## src/rtl/nlfsr_seed_loader_if.sv

```systemverilog
// Seed handshake between the lane control (master) and the NLFSR seed loader (slave).
interface nlfsr_seed_loader_if #(
    parameter int SEED_W = 16
);
    logic [SEED_W-1:0] seed;
    logic              seed_valid;
    logic              seed_ready;

    modport master (
        output seed,
        output seed_valid,
        input  seed_ready
    );

    modport slave (
        input  seed,
        input  seed_valid,
        output seed_ready
    );
endinterface

```

## src/rtl/nlfsr_seed_loader.sv

```systemverilog
// Shifts a parallel seed LSB-first into an NLFSR, holds it in init feedback, then releases it to run.
// Optional build macro NLFSR_SEED_ZERO_GUARD_EN: an all-zero seed becomes 1 and zero_seed_flag pulses.
module nlfsr_seed_loader #(
    parameter int SEED_W      = 16,
    parameter int INIT_CYCLES = 32
) (
    input  logic               clk,
    input  logic               rst,
    nlfsr_seed_loader_if.slave seed_if,
    input  logic               run_en,
    output logic               d_o,
    output logic               load_o,
    output logic               init_o,
    output logic               ce_o,
    output logic               running,
    output logic               busy
`ifdef NLFSR_SEED_ZERO_GUARD_EN
    ,
    output logic               zero_seed_flag
`endif
);
    localparam int CNT_MAX = (SEED_W > INIT_CYCLES) ? SEED_W : INIT_CYCLES;
    localparam int CNT_W   = $clog2(CNT_MAX + 1);
    localparam logic [CNT_W-1:0] LOAD_LAST = CNT_W'(SEED_W - 1);
    localparam logic [CNT_W-1:0] INIT_LAST = CNT_W'(INIT_CYCLES - 1);

    // IDLE: waiting for first seed | LOAD: serial shift-in | INIT: init feedback | RUN: free running
    typedef enum logic [1:0] {
        IDLE = 2'd0,
        LOAD = 2'd1,
        INIT = 2'd2,
        RUN  = 2'd3
    } state_t;

    state_t            state_q, state_d;
    logic [SEED_W-1:0] sr_q, sr_d;
    logic [CNT_W-1:0]  cnt_q, cnt_d;
    logic              seed_rdy;
    logic              accept;
    logic [SEED_W-1:0] seed_in;

    assign seed_rdy           = (state_q == IDLE) || (state_q == RUN);
    assign seed_if.seed_ready = seed_rdy;
    assign accept             = seed_if.seed_valid && seed_rdy;

`ifdef NLFSR_SEED_ZERO_GUARD_EN
    logic seed_zero;
    logic zero_flag_q;

    // An all-zero NLFSR state can lock up, so substitute the smallest non-zero seed.
    assign seed_zero      = (seed_if.seed == '0);
    assign seed_in        = seed_zero ? SEED_W'(1) : seed_if.seed;
    assign zero_seed_flag = zero_flag_q;

    always_ff @(posedge clk or posedge rst) begin
        if (rst) begin
            zero_flag_q <= 1'b0;
        end else begin
            zero_flag_q <= accept && seed_zero;
        end
    end
`else
    assign seed_in = seed_if.seed;
`endif

    always_ff @(posedge clk or posedge rst) begin
        if (rst) begin
            state_q <= IDLE;
            sr_q    <= '0;
            cnt_q   <= '0;
        end else begin
            state_q <= state_d;
            sr_q    <= sr_d;
            cnt_q   <= cnt_d;
        end
    end

    always_comb begin
        state_d = state_q;
        sr_d    = sr_q;
        cnt_d   = cnt_q;
        d_o     = 1'b0;
        load_o  = 1'b0;
        init_o  = 1'b0;
        ce_o    = 1'b0;
        running = 1'b0;
        busy    = 1'b0;

        unique case (state_q)
            IDLE: begin
                if (accept) begin
                    sr_d    = seed_in;
                    cnt_d   = '0;
                    state_d = LOAD;
                end
            end
            LOAD: begin
                load_o = 1'b1;
                busy   = 1'b1;
                d_o    = sr_q[0];
                sr_d   = sr_q >> 1;
                if (cnt_q == LOAD_LAST) begin
                    cnt_d   = '0;
                    state_d = INIT;
                end else begin
                    cnt_d = cnt_q + CNT_W'(1);
                end
            end
            INIT: begin
                busy = 1'b1;
                if (cnt_q == INIT_LAST) begin
                    cnt_d   = '0;
                    state_d = RUN;
                end else begin
                    cnt_d = cnt_q + CNT_W'(1);
                end
            end
            RUN: begin
                init_o  = 1'b1;
                running = 1'b1;
                ce_o    = run_en;
                // Reseed restarts the whole load/init sequence from the new word.
                if (accept) begin
                    sr_d    = seed_in;
                    cnt_d   = '0;
                    state_d = LOAD;
                end
            end
            default: begin
                state_d = IDLE;
            end
        endcase
    end

    a_load_busy: assert property (@(posedge clk) disable iff (rst) load_o |-> busy);
    a_ready_busy: assert property (@(posedge clk) disable iff (rst) seed_rdy == !busy);
    a_ce_run: assert property (@(posedge clk) disable iff (rst) ce_o |-> running);
    a_run_init: assert property (@(posedge clk) disable iff (rst) running == init_o);
endmodule

```

## src/flat_wrapper.sv

```systemverilog
// flat-port wrapper written by rule: the top's interface ports become plain ports
module nlfsr_seed_loader_flat 
#(
    parameter int SEED_W      = 16,
    parameter int INIT_CYCLES = 32
)
  (clk, rst, run_en, d_o, load_o, init_o, ce_o, running, busy, seed_if_seed, seed_if_seed_valid, seed_if_seed_ready);
  nlfsr_seed_loader_if #(.SEED_W(SEED_W)) seed_if_i ();
  input  logic clk;
  input  logic rst;
  input  logic run_en;
  output logic d_o;
  output logic load_o;
  output logic init_o;
  output logic ce_o;
  output logic running;
  output logic busy;
  input wire logic [$bits(seed_if_i.seed)-1:0] seed_if_seed;
  input wire logic [$bits(seed_if_i.seed_valid)-1:0] seed_if_seed_valid;
  output wire logic [$bits(seed_if_i.seed_ready)-1:0] seed_if_seed_ready;
  assign seed_if_i.seed = seed_if_seed;
  assign seed_if_i.seed_valid = seed_if_seed_valid;
  assign seed_if_seed_ready = seed_if_i.seed_ready;
  nlfsr_seed_loader #(.SEED_W(SEED_W), .INIT_CYCLES(INIT_CYCLES)) u_core (.clk(clk), .rst(rst), .seed_if(seed_if_i), .run_en(run_en), .d_o(d_o), .load_o(load_o), .init_o(init_o), .ce_o(ce_o), .running(running), .busy(busy));
endmodule
```

## config.mk

```make
export PLATFORM = sky130hd
export DESIGN_NAME = nlfsr_seed_loader_flat
export DESIGN_NICKNAME = d
export VERILOG_FILES = /design/src/rtl/nlfsr_seed_loader_if.sv /design/src/rtl/nlfsr_seed_loader.sv /design/src/flat_wrapper.sv
export SDC_FILE = /design/constraint.sdc
export NUM_CORES = 1
export LEC_CHECK = 0
export CAP_MARGIN = 15
export CORE_MARGIN = 4
export CORE_UTILIZATION = 40
export CTS_CLUSTER_DIAMETER = 50
export CTS_CLUSTER_SIZE = 16
export DETAILED_ROUTE_END_ITERATION = 7
export SYNTH_ARGS = -nofsm -noshare
export SYNTH_HDL_FRONTEND = slang
export SYNTH_SLANG_ARGS = --single-unit
export TNS_END_PERCENT = 20
```

## constraint.sdc

```tcl
create_clock -name clk -period 2 [get_ports clk]
set_clock_uncertainty 0.05 [all_clocks]
set_input_delay 0.2 -clock clk [delete_from_list [all_inputs] [get_ports clk]]
set_output_delay 0.2 -clock clk [all_outputs]
set_load 0.01 [all_outputs]
```

# After elaboration in Yosys (flattened, before gate mapping)

Index checks and enable logic that the tools add are counted.

Equal/unequal tests: 8
Add/subtract/negate cells: 1
Multiplexer cells: 15
Reduce and logical (&&, ||, !) cells: 8

Operators with widths:

| kind                                                   | number |
|---|---|
| one-hot mux 16 bit (2 select lines)                    | 1 |
| two-way mux 6 bit                                      | 3 |
| one-hot mux 6 bit (3 select lines)                     | 1 |
| two-way mux 16 bit                                     | 1 |
| adder 6 x 1 -> 6 bit (second input constant)           | 1 |
| == test 6 x 4 -> 1 bit (second input constant)         | 1 |
| == test 6 x 5 -> 1 bit (second input constant)         | 1 |
| two-way mux 2 bit                                      | 3 |
| inequality test 2 x 1 -> 1 bit (second input constant) | 3 |
| one-hot mux 2 bit (3 select lines)                     | 1 |
| two-way mux 1 bit                                      | 5 |
| == test 2 bit (second input constant)                  | 2 |
| OR reduction 2 bit                                     | 2 |
| AND reduction 3 bit                                    | 1 |
| == test 2 x 1 -> 1 bit (second input constant)         | 1 |
| logical NOT 2 bit                                      | 1 |
| AND reduction 2 bit                                    | 1 |
| nonzero test 2 bit                                     | 1 |
| logical AND 1 bit                                      | 1 |
| logical OR 1 bit                                       | 1 |

Bits in registers: 24
Bits of input ports: 20
Output and inout port bits: 7

# Depth between registers and ports, before layout

Gate-level depths: netlist (run 1).

Depth after elaboration: 5
Depth in mapped cells: 8
Mapped depth without buffers: 6

# Least setup slack after synthesis (run 1)

Ideal clock, no wire load.

Path type: reg-to-reg
Start: register u_core.state_q[0]
End: register u_core.cnt_q[2]
Data arrival time: 1536 ps
Path buffers: 2
Cell stages (with the launch flop): 8
Period minus slack after synthesis: 1650 ps
Path slack: 350 ps
Setup time: 64 ps
Cell sequence: dfrtp_1 > inv_1 > ha_1 > buf_6 > nor2b_4 > buf_6 > nor4b_2 > a21o_1

Word-level cells in the longest chain between the ends: 4
Elaborated cells between the ends (all ways): 9
Those cells by class: eq/ne: 4; mux: 1; reduce/logical: 4

RTL lines:

| what                                                      | line                    | text |
|---|---|---|
| start, declared                                           | nlfsr_seed_loader.sv:35 | `state_t state_q, state_d;` |
| start signal, assigned                                    | nlfsr_seed_loader.sv:72 | `state_q <= state_d;` |
| == test 2 bit / logical NOT 2 bit (equally long branches) | nlfsr_seed_loader.sv:42 | `assign seed_rdy = (state_q == IDLE) \|\| (state_q == RUN);` |
| logical OR 1 bit (*)                                      | nlfsr_seed_loader.sv:42 |  |
| net seed_if_seed_ready                                    | flat_wrapper.sv:20      | `output wire logic [$bits(seed_if_i.seed_ready)-1:0] seed_if_seed_ready;` |
| logical AND 1 bit (*)                                     | nlfsr_seed_loader.sv:44 | `assign accept = seed_if.seed_valid && seed_rdy;` |
| inequality test 2 x 1 -> 1 bit (no source line) (*)       | -                       |  |
| end signal, assigned                                      | nlfsr_seed_loader.sv:74 | `cnt_q <= cnt_d;` |
| end, declared                                             | nlfsr_seed_loader.sv:37 | `logic [CNT_W-1:0] cnt_q, cnt_d;` |

Mark *: on every way through the listed nets, which the timed path passes. The rest lies on a longest branch.
A chain may end at the register's enable or synchronous reset.

# Final worst setup path (run 1)

Start: register u_core.state_q[0]
End: output running

Word-level cells in the longest chain between the ends: 2

RTL lines:

| what              | line                    | text |
|---|---|---|
| == test 2 bit     | nlfsr_seed_loader.sv:89 | `unique case (state_q)` |
| two-way mux 1 bit | nlfsr_seed_loader.sv:89 |  |
| end, declared     | flat_wrapper.sv:16      | `output logic running;` |

Every way passes these cells.

==> out/results.md, run 1 <==
| Metric | Reported |
|:---|:---|
| Final Core Density | 54.4% |
| Period minus WS final | 1830 ps |
| Dominant register cell in the synthesized netlist | dfrtp_1 |
| Buffers on Ports | 26 |
| Syn Inst Count | 132 |
| EDFF count, synth | 0 |
| Metal2 WL | 1.33 mm |
| Largest voltage drop on the vdd net | 0.754 mV |
| Flops & latches, synth | 24 |
| Power density relative to cell area | 1570 nW/µm² |
| Clock slew seen by the registers of the worst setup and hold paths | 140 ps |
| Final ANT Viol Nets | 0 |
| Run status | finished clean |
| Length of routed wiring on met1 | 1.14 mm |
| Count of endpoints failing hold in the final timing report | 0 |
| Final RePlAce weighted congestion | 0.783 |
| Area share of the leading cell type in the synthesized netlist | 46.1% |
| Ratio of cells with drive above 1 in the final layout | 12.3% |
| Detailed-placement wirelength estimate | 1.89 mm |
| DR pass1 iterations | 4 |
| Data required, critical path | 1750 ps |
| Routed wire length | 2.58 mm |
| Aggregate global routing overflow | 0 |
| Synth area leaders | dfrtp_1 (46%), mux2i_1 (12%), o21ai_0 (9.2%), nand2_1 (6.9%), ha_1 (4.8%) |
| Internal reg-to-reg setup slack | 310 ps |
| Hold buffers post-CTS | 0 |
| Avg WL per Cell | 12.5 µm |
| Initial antenna violation count | 0 |
| Final routed DRC violation total | 0 |
| Max Fclk | 0.546 GHz |
| Summed area of non-filler cells in the final layout | 1670 µm² |
| Horizontal extent of the die | 65.1 µm |
| Ports placed on the boundary | 27 |
| Clk_lat worst skew | 310 ps |
| Startpoint of the lowest-slack register-to-register path | u_core.state_q[1] |
| Max_slew headroom | 76.4% |
| Area post-placement | 1600 µm² |
| Final worst path period share | 91.6% |
| Count of nets after finishing | 188 |
| Unrepaired setup endpoints after global routing | no |
| Slew at the pin closest to its max-slew limit | 352 ps |
| Terminus of the critical flop-to-flop path | u_core.sr_q[5] |
| TritonCTS clock tree | done |
| Number of H-tree branching levels | 1 |
| Mapped cell area | 1300 µm² |
| Syn_nets | 157 |
| Crit path cell chain | buf_4 -> ha_1 -> clkdlybuf4s50_1 |
| Critical Path Max Stage Delay | 480 ps |
| Number of design-rule violations left by the first detailed-router iteration | 52 |
| Number of cell rows | 20 |
| Hold/Removal Path Class | in2async |
| Placeable Area | 3080 µm² |
| Sequential element share of the synthesized area | 46.1% |
| Internal power component | 0.00155 W |
| Number of CTS-inserted buffers | 3 |
| Net load switching power | 0.00107 W |
| Start-to-end type of the worst setup path | reg2out |
| R2R depth | 4 |
| Worst-path maximum fanout | 4 |
| Count of cell types in the netlist | 30 |
| Standby leakage power | 0.780 nW |
| Clock power share | 9.8% |
| Final-report max-slew violation count | 0 |
| TritonCTS Sinks | 24 |
| Synthesis Warnings | 0 |
| Longest Clk Path Bufs | 2 |
| WP data arrival | 1580 ps |
| Initial standard-cell utilization of the core | 42.3% |
| Logic gate share of total power | 59.8% |
| Sequential cell area in the final layout | 602 µm² |
| Layout area overhead | 28.5% |
| Proportion of total power due to net switching | 41.0% |
| Largest area contributor in the synthesized netlist | dfrtp_1 |
| Met3 WL | 93 µm |
| Setup-failing EPs final | 0 |
| Design Power | 0.00262 W |
| Uppermost layer routed | met4 |
| Setup crit start kind | flop |
| Max-cap violations | 0 |
| FILL cells | 291 |
| Sequential fraction of design power | 30.4% |
| Buf+Inv Stages, Crit Path | 2 |
| Largest net degree at the start of global routing | 31 |
| Average vias per placed instance | 4.86 |
| Top library cells by usage in the layout, fill and taps aside | o21ai_0 (24), nand2_1 (24), dfrtp_1 (23) |
| Antenna cell count | 0 |
| Share of synthesized registers carrying an async set or reset | 100% |
| Endpoint class of the critical path | primary output |
| Avg Cell Area, Syn | 9.87 µm² |
| Area taken by multi-input logic gates | 643 µm² |
| Number of global-route vias before repair | 1035 |
| Die ar. | 4230 µm² |
| Total via count in the routed design | 1001 |
| Buffer type at the clock tree root | clkbuf_4 |
| Dominant delay contributor by cell family on the critical path | buffers and inverters |
| Critical-path cell with the highest stage delay | clkdlybuf4s50_1 |
| Global Route Usage Sum | 13.3% |
| Die boundary height | 65.1 µm |
| Wire length of the first global-routing pass | 4.41 mm |
[flip-flops by register name, indices dropped and copies added, names as in the netlist]
| signal | flops |
|---|---|
| u_core.cnt_q | 6 |
| u_core.state_q | 2 |
| u_core.sr_q | 16 |
[cell usage after synthesis, drive strengths merged (2+ instances only)]
cell type,n
mux2i,16
inv,6
a21oi,2
ha,5
nor2,4
nand2,24
o22ai,2
dfrtp,24
buf,6
o21ai,25
and2,2
[per-layer routing]
| metal | GRT usage [%] | vias to the layer above |
|---|---|---|
| li1 | - | 514 |
| met1 | 15.9 | 469 |
| met2 | 23.5 | 16 |
| met3 | 3.12 | 2 |
| met4 | 4.40 | 0 |
| met5 | 0 | - |
[worst register-to-register path, stage by stage, from the launching register on]
cell	delay, ps
dfrtp_1	440
ha_2	430
mux2i_2	230
buf_4	280
o21ai_0	140
[cell type report]
class / instances / share of cell area, %
clock buffers: 4 / 2.17
inverters: 6 / 1.35
multi-input cells: 95 / 38.4
flip-flops and latches: 24 / 35.9
well taps: 44 / 3.29
repair buffers: 33 / 18.8
[what timing repair did]
item	4_1_cts	5_1_grt
setup buffers	2	1
endpoints found under the setup margin	3	2
gates resized for setup	4	5
[metrics by stage]
stage | TNS (ps) | setup slack [ps] | hold WS (ps) | instances
6_report | 0 | 167 | 162 | 206
5_1_grt | 0 | 86.5 | 174 | 206
4_1_cts | -66.9 | -66.9 | 166 | 205
3_5_place_dp | 0 | 197 | 421 | 199
3_3_place_gp | 0 | 246 | 411 | 199
2_1_floorplan | 0 | 350 | 165 | 132
[cells by family after synthesis]
group,after synthesis,share of synthesized area (%)
buffers and inverters,13,5.96
multiplexers,17,13.4
AO/OA/AOI/OAI,36,15.5
flip-flops,24,46.1
adder cells (fa/ha/maj),5,4.80
AND/OR/NAND/NOR,37,14.2
[power by group through the flow]
stage               Sequential, W  Combinational, W  Clock, W
floorplan                0.000781           0.00118         0
global placement         0.000801           0.00150         0
detailed placement       0.000810           0.00153         0
CTS                      0.000797           0.00155  0.000272
global route             0.000823           0.00176  0.000294
finish                   0.000798           0.00157  0.000256
[how the worst max path moves through the flow]
stage / from / endpoint / slack, ps / depth (start not counted)
floorplan: u_core.state_q[0] / u_core.cnt_q[2] / 350 / 7
global placement: u_core.state_q[0] / busy / 250 / 4
detailed placement: u_core.state_q[0] / busy / 200 / 4
CTS: u_core.state_q[1] / d_o / -70 / 4
global route: u_core.state_q[0] / running / 90 / 3
finish: u_core.state_q[0] / running / 170 / 3
Power figures use the tool's default switching activity.
==> inputs of run 2 (changes only) <==
--- a/config.mk
+++ b/config.mk
@@ -5,13 +5,15 @@
 export SDC_FILE = /design/constraint.sdc
 export NUM_CORES = 1
 export LEC_CHECK = 0
+export ABC_AREA = 1
 export CAP_MARGIN = 15
 export CORE_MARGIN = 4
 export CORE_UTILIZATION = 40
 export CTS_CLUSTER_DIAMETER = 50
 export CTS_CLUSTER_SIZE = 16
 export DETAILED_ROUTE_END_ITERATION = 7
+export PLACE_DENSITY = 0.65
 export SYNTH_ARGS = -nofsm -noshare
 export SYNTH_HDL_FRONTEND = slang
 export SYNTH_SLANG_ARGS = --single-unit
-export TNS_END_PERCENT = 20
+export TNS_END_PERCENT = 10
==> out/results.md, run 2 <==
| Metric | Reported |
|:---|:---|
| Critical-path cell with the highest stage delay | clkdlybuf4s50_1 |
| Detailed-placement wirelength estimate | 2.02 mm |
| Count of cell types in the netlist | 19 |
| DR pass1 iterations | 4 |
| Number of global-route vias before repair | 1065 |
| Period minus WS final | 1920 ps |
| Power density relative to cell area | 1660 nW/µm² |
| WP data arrival | 1670 ps |
| Layout area overhead | 27.2% |
| Horizontal extent of the die | 64.9 µm |
| Hold/Removal Path Class | in2async |
| TritonCTS Sinks | 24 |
| Biggest registers after layout | u_core.sr_q: 16 flops, u_core.cnt_q: 6 flops, u_core.state_q: 2 flops |
| Final RePlAce weighted congestion | 0.814 |
| Standby leakage power | 0.773 nW |
| Initial standard-cell utilization of the core | 42.0% |
| Clk_lat worst skew | 310 ps |
| Most common library cells after synthesis | nand2_1 (57), dfrtp_1 (24), nor2_1 (16) |
| Setup-failing EPs final | 0 |
| Global Route Usage Sum | 13.8% |
| Sequential element share of the synthesized area | 46.4% |
| Ports placed on the boundary | 27 |
| Aggregate global routing overflow | 0 |
| EDFF count, synth | 0 |
| Run status | finished clean |
| Clock slew seen by the registers of the worst setup and hold paths | 140 ps |
| Dominant delay contributor by cell family on the critical path | buffers and inverters |
| Max_slew headroom | 67.7% |
| Area taken by multi-input logic gates | 589 µm² |
| Routed wire length | 2.72 mm |
| Wire length of the first global-routing pass | 4.64 mm |
| Max Fclk | 0.521 GHz |
| Most frequently used cell type in the post-synthesis netlist | nand2_1 |
| Top register by number of flip-flops | u_core.sr_q |
| Buffers on Ports | 26 |
| Synth area leaders | dfrtp_1 (46%), nand2_1 (17%), a31oi_1 (7.3%), ha_1 (4.8%), nor2_1 (4.6%) |
| Count of endpoints failing hold in the final timing report | 0 |
| Endpoint class of the critical path | primary output |
| Mapped cell area | 1290 µm² |
| Initial antenna violation count | 0 |
| Syn Inst Count | 164 |
| Critical Path Max Stage Delay | 520 ps |
| TritonCTS clock tree | done |
| FILL cells | 295 |
| Number of design-rule violations left by the first detailed-router iteration | 50 |
| Buf+Inv Stages, Crit Path | 3 |
| Antenna cell count | 0 |
| Average vias per placed instance | 4.66 |
| Sequential cell area in the final layout | 601 µm² |
| Dominant register cell in the synthesized netlist | dfrtp_1 |
| Max-cap violations | 0 |
| Avg WL per Cell | 11.5 µm |
| Slew at the pin closest to its max-slew limit | 483 ps |
| Data required, critical path | 1750 ps |
| Total via count in the routed design | 1099 |
| Final worst path period share | 95.9% |
| Count of nets after finishing | 218 |
| Unrepaired setup endpoints after global routing | no |
| Setup crit start kind | flop |
| Final-report max-slew violation count | 0 |
| Start-to-end type of the worst setup path | reg2out |
| Worst hold slack across all endpoints | 169 ps |
| Synthesis Warnings | 0 |
| Die ar. | 4210 µm² |
| Most common library cell in the layout ignoring fill and taps | nand2_1 |
| Buffer type at the clock tree root | clkbuf_4 |
| Ratio of cells with drive above 1 in the final layout | 10.9% |
| Largest area contributor in the synthesized netlist | dfrtp_1 |
| Crit path cell chain | buf_4 -> ha_2 -> nand2_1 -> inv_1 -> clkdlybuf4s50_1 |
| Largest net degree at the start of global routing | 31 |
| Worst-path maximum fanout | 4 |
| Top library cells by usage in the layout, fill and taps aside | nand2_1 (57), clkdlybuf4s50_1 (24), dfrtp_1 (24) |
| Placeable Area | 3080 µm² |
| Final routed DRC violation total | 0 |
| Number of flip-flops in the largest register | 16 |
| Syn_nets | 189 |
| Area share of the leading cell type in the synthesized netlist | 46.4% |
| Sum of negative setup slack | 0 ps |
| Share of synthesized registers carrying an async set or reset | 100% |
| Number of H-tree branching levels | 1 |
| Avg Cell Area, Syn | 7.89 µm² |
| Largest voltage drop on the vdd net | 0.692 mV |
| Number of cell rows | 20 |
| Flops & latches, synth | 24 |
| Final ANT Viol Nets | 0 |
| Number of CTS-inserted buffers | 3 |
| Die boundary height | 64.9 µm |
| Longest Clk Path Bufs | 2 |
[run 2: changes by cell type in the layout (fill, tap and decap cells not counted), moves of 4 or more]
cell	delta
a21oi_1	+4
a31oi_1	+14
inv_1	+7
mux2i_1	-15
nand2_1	+33
nand3_1	+7
nand4_1	+4
nor2_1	+12
o21ai_0	-23
[run 2: worst paths after layout]
| check | slack, ps | to | cells after the start | start |
|---|---|---|---|---|
| max | 80 | ce_o | 5 | u_core.state_q[0] |
| min in group clk | 380 | u_core.sr_q[4] | 3 | seed_if_seed[4] |
| min reg2reg | 490 | u_core.sr_q[15] | 2 | u_core.sr_q[15] |
| max reg2reg | 170 | u_core.sr_q[6] | 8 | u_core.state_q[0] |
| max in group asynchronous | 1490 | u_core.sr_q[13] | 3 | rst |
| min | 170 | u_core.sr_q[1] | 3 | rst |
[run 2: timing repair]
action	4_1_cts	5_1_grt
hold buffers	0	0
gates resized for setup	4	3
buffers inserted	1	1
endpoints found under the setup margin	3	2
cloned	0	0
[run 2: logic make-up after synthesis]
logic type / share of synthesized area [%]
and+or+nand+nor: 28.5
adders and majority gates: 4.84
DFF: 46.4
AOI/OAI and AO/OA: 10.8
buffers and inverters: 9.38
[run 2: report_power, final]
group | total [W] | internal [W] | switching [W]
sequential | 0.000836 | 0.000708 | 0.000128
combinational | 0.00164 | 0.000667 | 0.000974
clock | 0.000260 | 0.000111 | 0.000149
[run 2: worst register-to-register path, stage by stage, from the launching register on]
cell and delay (ps):
dfrtp_1 420, buf_4 140, inv_1 50, ha_2 310, inv_6 110, nand2_2 60
nand2_2 370, nor2_1 80, a31oi_1 170
[run 2: layout make-up]
class | instances | area share (%)
sequential | 24 | 36.5
multi-input combinational | 117 | 35.8
timing repair buffer | 32 | 18.4
inverter | 15 | 3.73
tap | 44 | 3.35
clock buffer | 4 | 2.21
[run 2: through the flow]
stage | power (W) | area, µm² | setup slack, ps | instances | utilization [%]
after floorplan | 0.00207 | 1290 | 391 | 164 | -
after global placement | 0.00241 | 1580 | 239 | 230 | 51.3
after global routing | 0.00302 | 1650 | 12.2 | 236 | 53.5
final | 0.00274 | 1650 | 81.9 | 236 | 53.5
after CTS | 0.00273 | 1630 | 18.2 | 235 | 52.8
after detailed placement | 0.00247 | 1580 | 171 | 230 | 51.3
[run 2: per-layer routing]
layer  wire length, µm  part of all wire [%]  global-route usage [%]  vias up
met5                 0                     0                       0        -
met4                53                   1.9                    4.75        0
met3               107                   3.9                    2.60        4
met2              1230                    45                    21.3       25
met1              1330                    49                    19.2      485
li1                  -                     -                       -      585
==> inputs of run 3 (changes only) <==
--- a/config.mk
+++ b/config.mk
@@ -12,7 +12,7 @@
 export CTS_CLUSTER_DIAMETER = 50
 export CTS_CLUSTER_SIZE = 16
 export DETAILED_ROUTE_END_ITERATION = 7
-export PLACE_DENSITY = 0.65
+export PLACE_DENSITY = 0.61
 export SYNTH_ARGS = -nofsm -noshare
 export SYNTH_HDL_FRONTEND = slang
 export SYNTH_SLANG_ARGS = --single-unit
==> out/results.md, run 3 (synthesis gave the netlist of run 2 again) <==
| Metric | Reported |
|:---|:---|
| Data required, critical path | 1750 ps |
| Ports placed on the boundary | 27 |
| Antenna cell count | 0 |
| Design Power | 0.00278 W |
| Clock slew seen by the registers of the worst setup and hold paths | 130 ps |
| Failing checks | negative setup slack |
| Wire length of the first global-routing pass | 4.89 mm |
| Final ANT Viol Nets | 0 |
| Final worst slack | -16.6 ps |
| Worst-path maximum fanout | 7 |
| Largest net degree at the start of global routing | 25 |
| Global Route Usage Sum | 14.6% |
| Slew at the pin closest to its max-slew limit | 303 ps |
| Final routed DRC violation total | 0 |
| Number of global-route vias before repair | 1123 |
| Most common library cell in the layout ignoring fill and taps | nand2_1 |
| Sum of negative setup slack | -16.6 ps |
| Number of H-tree branching levels | 1 |
| Initial standard-cell utilization of the core | 42.0% |
| Max Fclk | 0.496 GHz |
| Top register by number of flip-flops | u_core.sr_q |
| Horizontal extent of the die | 64.9 µm |
| Power density relative to cell area | 1680 nW/µm² |
| Setup crit start kind | flop |
| Longest Clk Path Bufs | 2 |
| Sequential cell area in the final layout | 601 µm² |
| Placeable Area | 3080 µm² |
| Final RePlAce weighted congestion | 0.794 |
| Hold/Removal Path Class | in2async |
| Routed wire length | 2.61 mm |
| Number of CTS-inserted buffers | 3 |
| Aggregate global routing overflow | 0 |
| Post-place setup slack | 174 ps |
| Ratio of cells with drive above 1 in the final layout | 9.90% |
| Clk_lat worst skew | 310 ps |
| TritonCTS clock tree | done |
| Die boundary height | 64.9 µm |
| DR pass1 iterations | 4 |
| Average vias per placed instance | 4.84 |
| Hold buffers post-CTS | 0 |
| Met2 track utilization from global routing | 26.3% |
| Run status | finished, violations left |
| Number of flip-flops in the largest register | 16 |
| Detailed-placement wirelength estimate | 2.00 mm |
| Met1 Resource Use GR | 17.5% |
| M3 GR Usage | 3.99% |
| Count of nets after finishing | 218 |
| Start-to-end type of the worst setup path | reg2out |
| Unrepaired setup endpoints after global routing | yes |
| Total via count in the routed design | 1142 |
| Top library cells by usage in the layout, fill and taps aside | nand2_1 (57), clkdlybuf4s50_1 (25), dfrtp_1 (24) |
| Endpoint class of the critical path | primary output |
| Count of endpoints failing hold in the final timing report | 0 |
| Biggest registers after layout | u_core.sr_q: 16 flops, u_core.cnt_q: 6 flops, u_core.state_q: 2 flops |
| Buffers on Ports | 26 |
| Standby leakage power | 0.779 nW |
| WP data arrival | 1770 ps |
| Number of design-rule violations left by the first detailed-router iteration | 52 |
| Die ar. | 4210 µm² |
| Final-report max-slew violation count | 0 |
| Max-cap violations | 0 |
| Final worst path period share | 101% |
| GR peak layer | met2 |
| Layout area overhead | 28.0% |
| Buffer type at the clock tree root | clkbuf_4 |
| Area taken by multi-input logic gates | 587 µm² |
| Number of cell rows | 20 |
| Setup-failing EPs final | 1 |
| Period minus WS final | 2020 ps |
| TritonCTS Sinks | 24 |
| Largest voltage drop on the vdd net | 0.870 mV |
| Initial antenna violation count | 0 |
| Avg WL per Cell | 11.0 µm |
| FILL cells | 293 |
| Max_slew headroom | 79.8% |
==> run 3: cell types whose count changed in the layout (fill, tap and decap cells not counted), sizes merged <==
cell / delta
clkdlybuf4s50: +1
dlygate4sd2: -1
==> run 3: final timing paths <==
| check | startpoint | to | slack, ps | depth (start not counted) |
|---|---|---|---|---|
| worst max-delay path | u_core.state_q[1] | seed_if_seed_ready | -20 | 2 |
| worst min-delay path | rst | u_core.cnt_q[1] | 170 | 3 |
| worst max register to register | u_core.state_q[1] | u_core.sr_q[8] | 320 | 6 |
| worst min register to register | u_core.sr_q[15] | u_core.sr_q[15] | 480 | 2 |
| max in group asynchronous | rst | u_core.sr_q[14] | 1490 | 3 |
| min in group clk | seed_if_seed[3] | u_core.sr_q[3] | 390 | 3 |
==> run 3: critical path, stage by stage, from the launching register on <==
cell	delay [ps]
dfrtp_1	440
ha_2	450
clkdlybuf4s50_1	570
==> run 3: report_power, final <==
part	total, W	switching [W]	internal, W
clock	0.000248	0.000136	0.000111
sequential	0.000832	0.000124	0.000708
combinational	0.00170	0.000980	0.000724
total	0.00278	0.00124	0.00154
==> run 3: cell type report <==
cell class | instances | area share, %
Timing Repair Buffer | 32 | 19.1
Sequential cell | 24 | 36.3
Clock buffer | 4 | 2.19
Tap cell | 44 | 3.32
Multi-Input combinational cell | 117 | 35.4
Inverter | 15 | 3.70
==> run 3: what timing repair did <==
item | CTS | global route
endpoints found under the setup margin | 3 | 2
hold endpoints to repair | 0 | 0
buffers inserted | 2 | 0
gates resized for setup | 3 | 1
==> run 3: stage by stage <==
step / util (%) / hold WS, ps / instance area [µm²] / std cells
2_1_floorplan: - / 165 / 1290 / 164
3_3_place_gp: 51.7 / 444 / 1590 / 230
3_5_place_dp: 51.7 / 456 / 1590 / 230
4_1_cts: 53.5 / 183 / 1650 / 236
5_1_grt: 53.8 / 241 / 1660 / 236
6_report: 53.8 / 175 / 1660 / 236
==> run 3: metal layers <==
metal,share of wire (%),vias up
met5,0,-
met4,0.77,0
met3,5.0,2
met2,51,26
met1,43,526
li1,-,588
==> variant: new RTL, settings of run 3 <==
The 4 states of `state_t` get a one-hot encoding in 4 bits.
--- a/src/rtl/nlfsr_seed_loader.sv
+++ b/src/rtl/nlfsr_seed_loader.sv
@@ -25,11 +25,11 @@
     localparam logic [CNT_W-1:0] INIT_LAST = CNT_W'(INIT_CYCLES - 1);
 
     // IDLE: waiting for first seed | LOAD: serial shift-in | INIT: init feedback | RUN: free running
-    typedef enum logic [1:0] {
-        IDLE = 2'd0,
-        LOAD = 2'd1,
-        INIT = 2'd2,
-        RUN  = 2'd3
+    typedef enum logic [3:0] {
+        IDLE = 4'b0001,
+        LOAD = 4'b0010,
+        INIT = 4'b0100,
+        RUN  = 4'b1000
     } state_t;
 
     state_t            state_q, state_d;
Function: same outputs for any inputs over 10 cycles, from zero or initial values and one cycle with rst high; not proved beyond that.
==> variant against run 3 <==
  * Synthesized cell count up 25%
  * Die area up 16%
  * Sequential cell count up 2
  * Cell count up 19%
  * Cell area up 15%
  * Wire length up 10%
  * Combinational power down 10%
  * Area after synthesis up 19%
  * Core utilization down 2.4 points
  * Fmax up 9.6%
  * Total power down 3.0%
  * Setup slack better by 0.18 ns
==> variant: results (changes against run 3) <==
| Metric | Value |
|---|---|
| # nets final | `254 (was 218)` |
| DR iter-0 viols | `63 (was 52)` |
| DP Worst Slack | `0.249 ns (was 0.174 ns)` |
| Met1 Use GR | `0.169 (was 0.175)` |
| Vias in the first global route | `1151 (was 1123)` |
| CP Data Arrival Time | `1.59 ns (was 1.77 ns)` |
| Biggest regs | `u_core.sr_q (16), u_core.cnt_q (6), u_core.state_q (4) (was u_core.sr_q (16), u_core.cnt_q (6), u_core.state_q (2))` |
| Reg2reg end | `u_core.sr_q[15] (was u_core.sr_q[8])` |
| Post-Route WL | `2870 µm (was 2610 µm)` |
| IO buf count | `26 (unchanged)` |
| Syn Nets | `226 (was 189)` |
| Largest net degree at the start of global routing | `33 (was 25)` |
| Worst setup path end | `load_o (was seed_if_seed_ready)` |
| Met2 global-route usage | `0.192 (was 0.263)` |
| Netlist cell types | `21 (was 19)` |
| First-pass GRT wire length | `5030 µm (was 4890 µm)` |
| Vias | `1252 (was 1142)` |
| Routability cong. | `0.847 (was 0.794)` |
| Status | `finished clean (was finished, violations left)` |
| Hold Crit Class | `input pin to async pin (unchanged)` |
| Grt met3 use | `0.0230 (was 0.0399)` |
| WL met2 | `1270 µm (was 1340 µm)` |
| Via count normalized by instance count | `4.47 (was 4.84)` |
| Leak Pwr | `0.969 nW (was 0.779 nW)` |
| Dpl hpwl | `2120 µm (was 2000 µm)` |
| Share of layout cells above drive strength 1 | `0.164 (was 0.0990)` |
| DP Area | `1830 µm² (was 1590 µm²)` |
| Post CTS Setup Buffer Count | `0 (was 2)` |
| Setup crit start | `u_core.state_q[2] (was u_core.state_q[1])` |
| Reg clk slew, reported paths | `0.09 ns (was 0.13 ns)` |
| Clk root buf | `clkbuf_8 (was clkbuf_4)` |
| Met1 WL | `1400 µm (was 1120 µm)` |
| Peak VDD IR | `0.543 mV (was 0.870 mV)` |
| Post-synth top cells | `nand2_1 (66), inv_1 (30), dfrtp_1 (25), o21ai_0 (16), nor2_1 (15) (was nand2_1 (57), dfrtp_1 (24), nor2_1 (16), a31oi_1 (15), inv_1 (13))` |
| Register area share after synthesis | `0.424 (was 0.464)` |
| Clk Latency, worst-skew pair | `0.27 ns (was 0.31 ns)` |
| Max_slew headroom | `0.739 (was 0.798)` |
| Worst-case reg-to-reg path depth | `8 (was 6)` |
| Hold_ws | `0.218 ns (was 0.175 ns)` |
| Post-Place Cells | `276 (was 230)` |
| Min cycle time layout | `1.84 ns (was 2.02 ns)` |
| R2R Path Start | `u_core.state_q[0] (was u_core.state_q[1])` |
| Synthesized area per cell | `7.49 µm² (was 7.89 µm²)` |
| Met3 routed WL | `112 µm (was 129 µm)` |
[variant: area by class of cell]
type / instances / area (µm²)
Timing Repair Buffer: 30 / 298
Multi-Input combinational cell: 140 / 713
Sequential cell: 26 / 652
Tap cell: 48 / 60.1
Inverter: 32 / 120
Fill cell: 363 / 1790
Clock buffer: 4 / 55.1
[variant: cells by family (layout without fill, tap and decap cells)]
kind of cell / after synthesis / in the layout / share of synthesized area
xor gates and xnor gates: 1 / 1 / 0.00570
buffers and inverters: 39 / 66 / 0.118
AOI/OAI and AO/OA: 37 / 37 / 0.155
adders and majority gates: 1 / 1 / 0.00814
DFF: 26 / 26 / 0.424
and+or+nand+nor: 101 / 101 / 0.289
[variant: power by group]
group | total, mW | internal [mW] | switching [mW]
sequential | 0.832 | 0.735 | 0.0973
combinational | 1.53 | 0.562 | 0.965
clock | 0.342 | 0.176 | 0.166
[variant: worst max-delay path: stages (launching register included)]
cell and delay (ns):
dfrtp_1 0.43, nor2_2 0.17, inv_1 0.06, nor2_2 0.11
clkdlybuf4s50_1 0.55
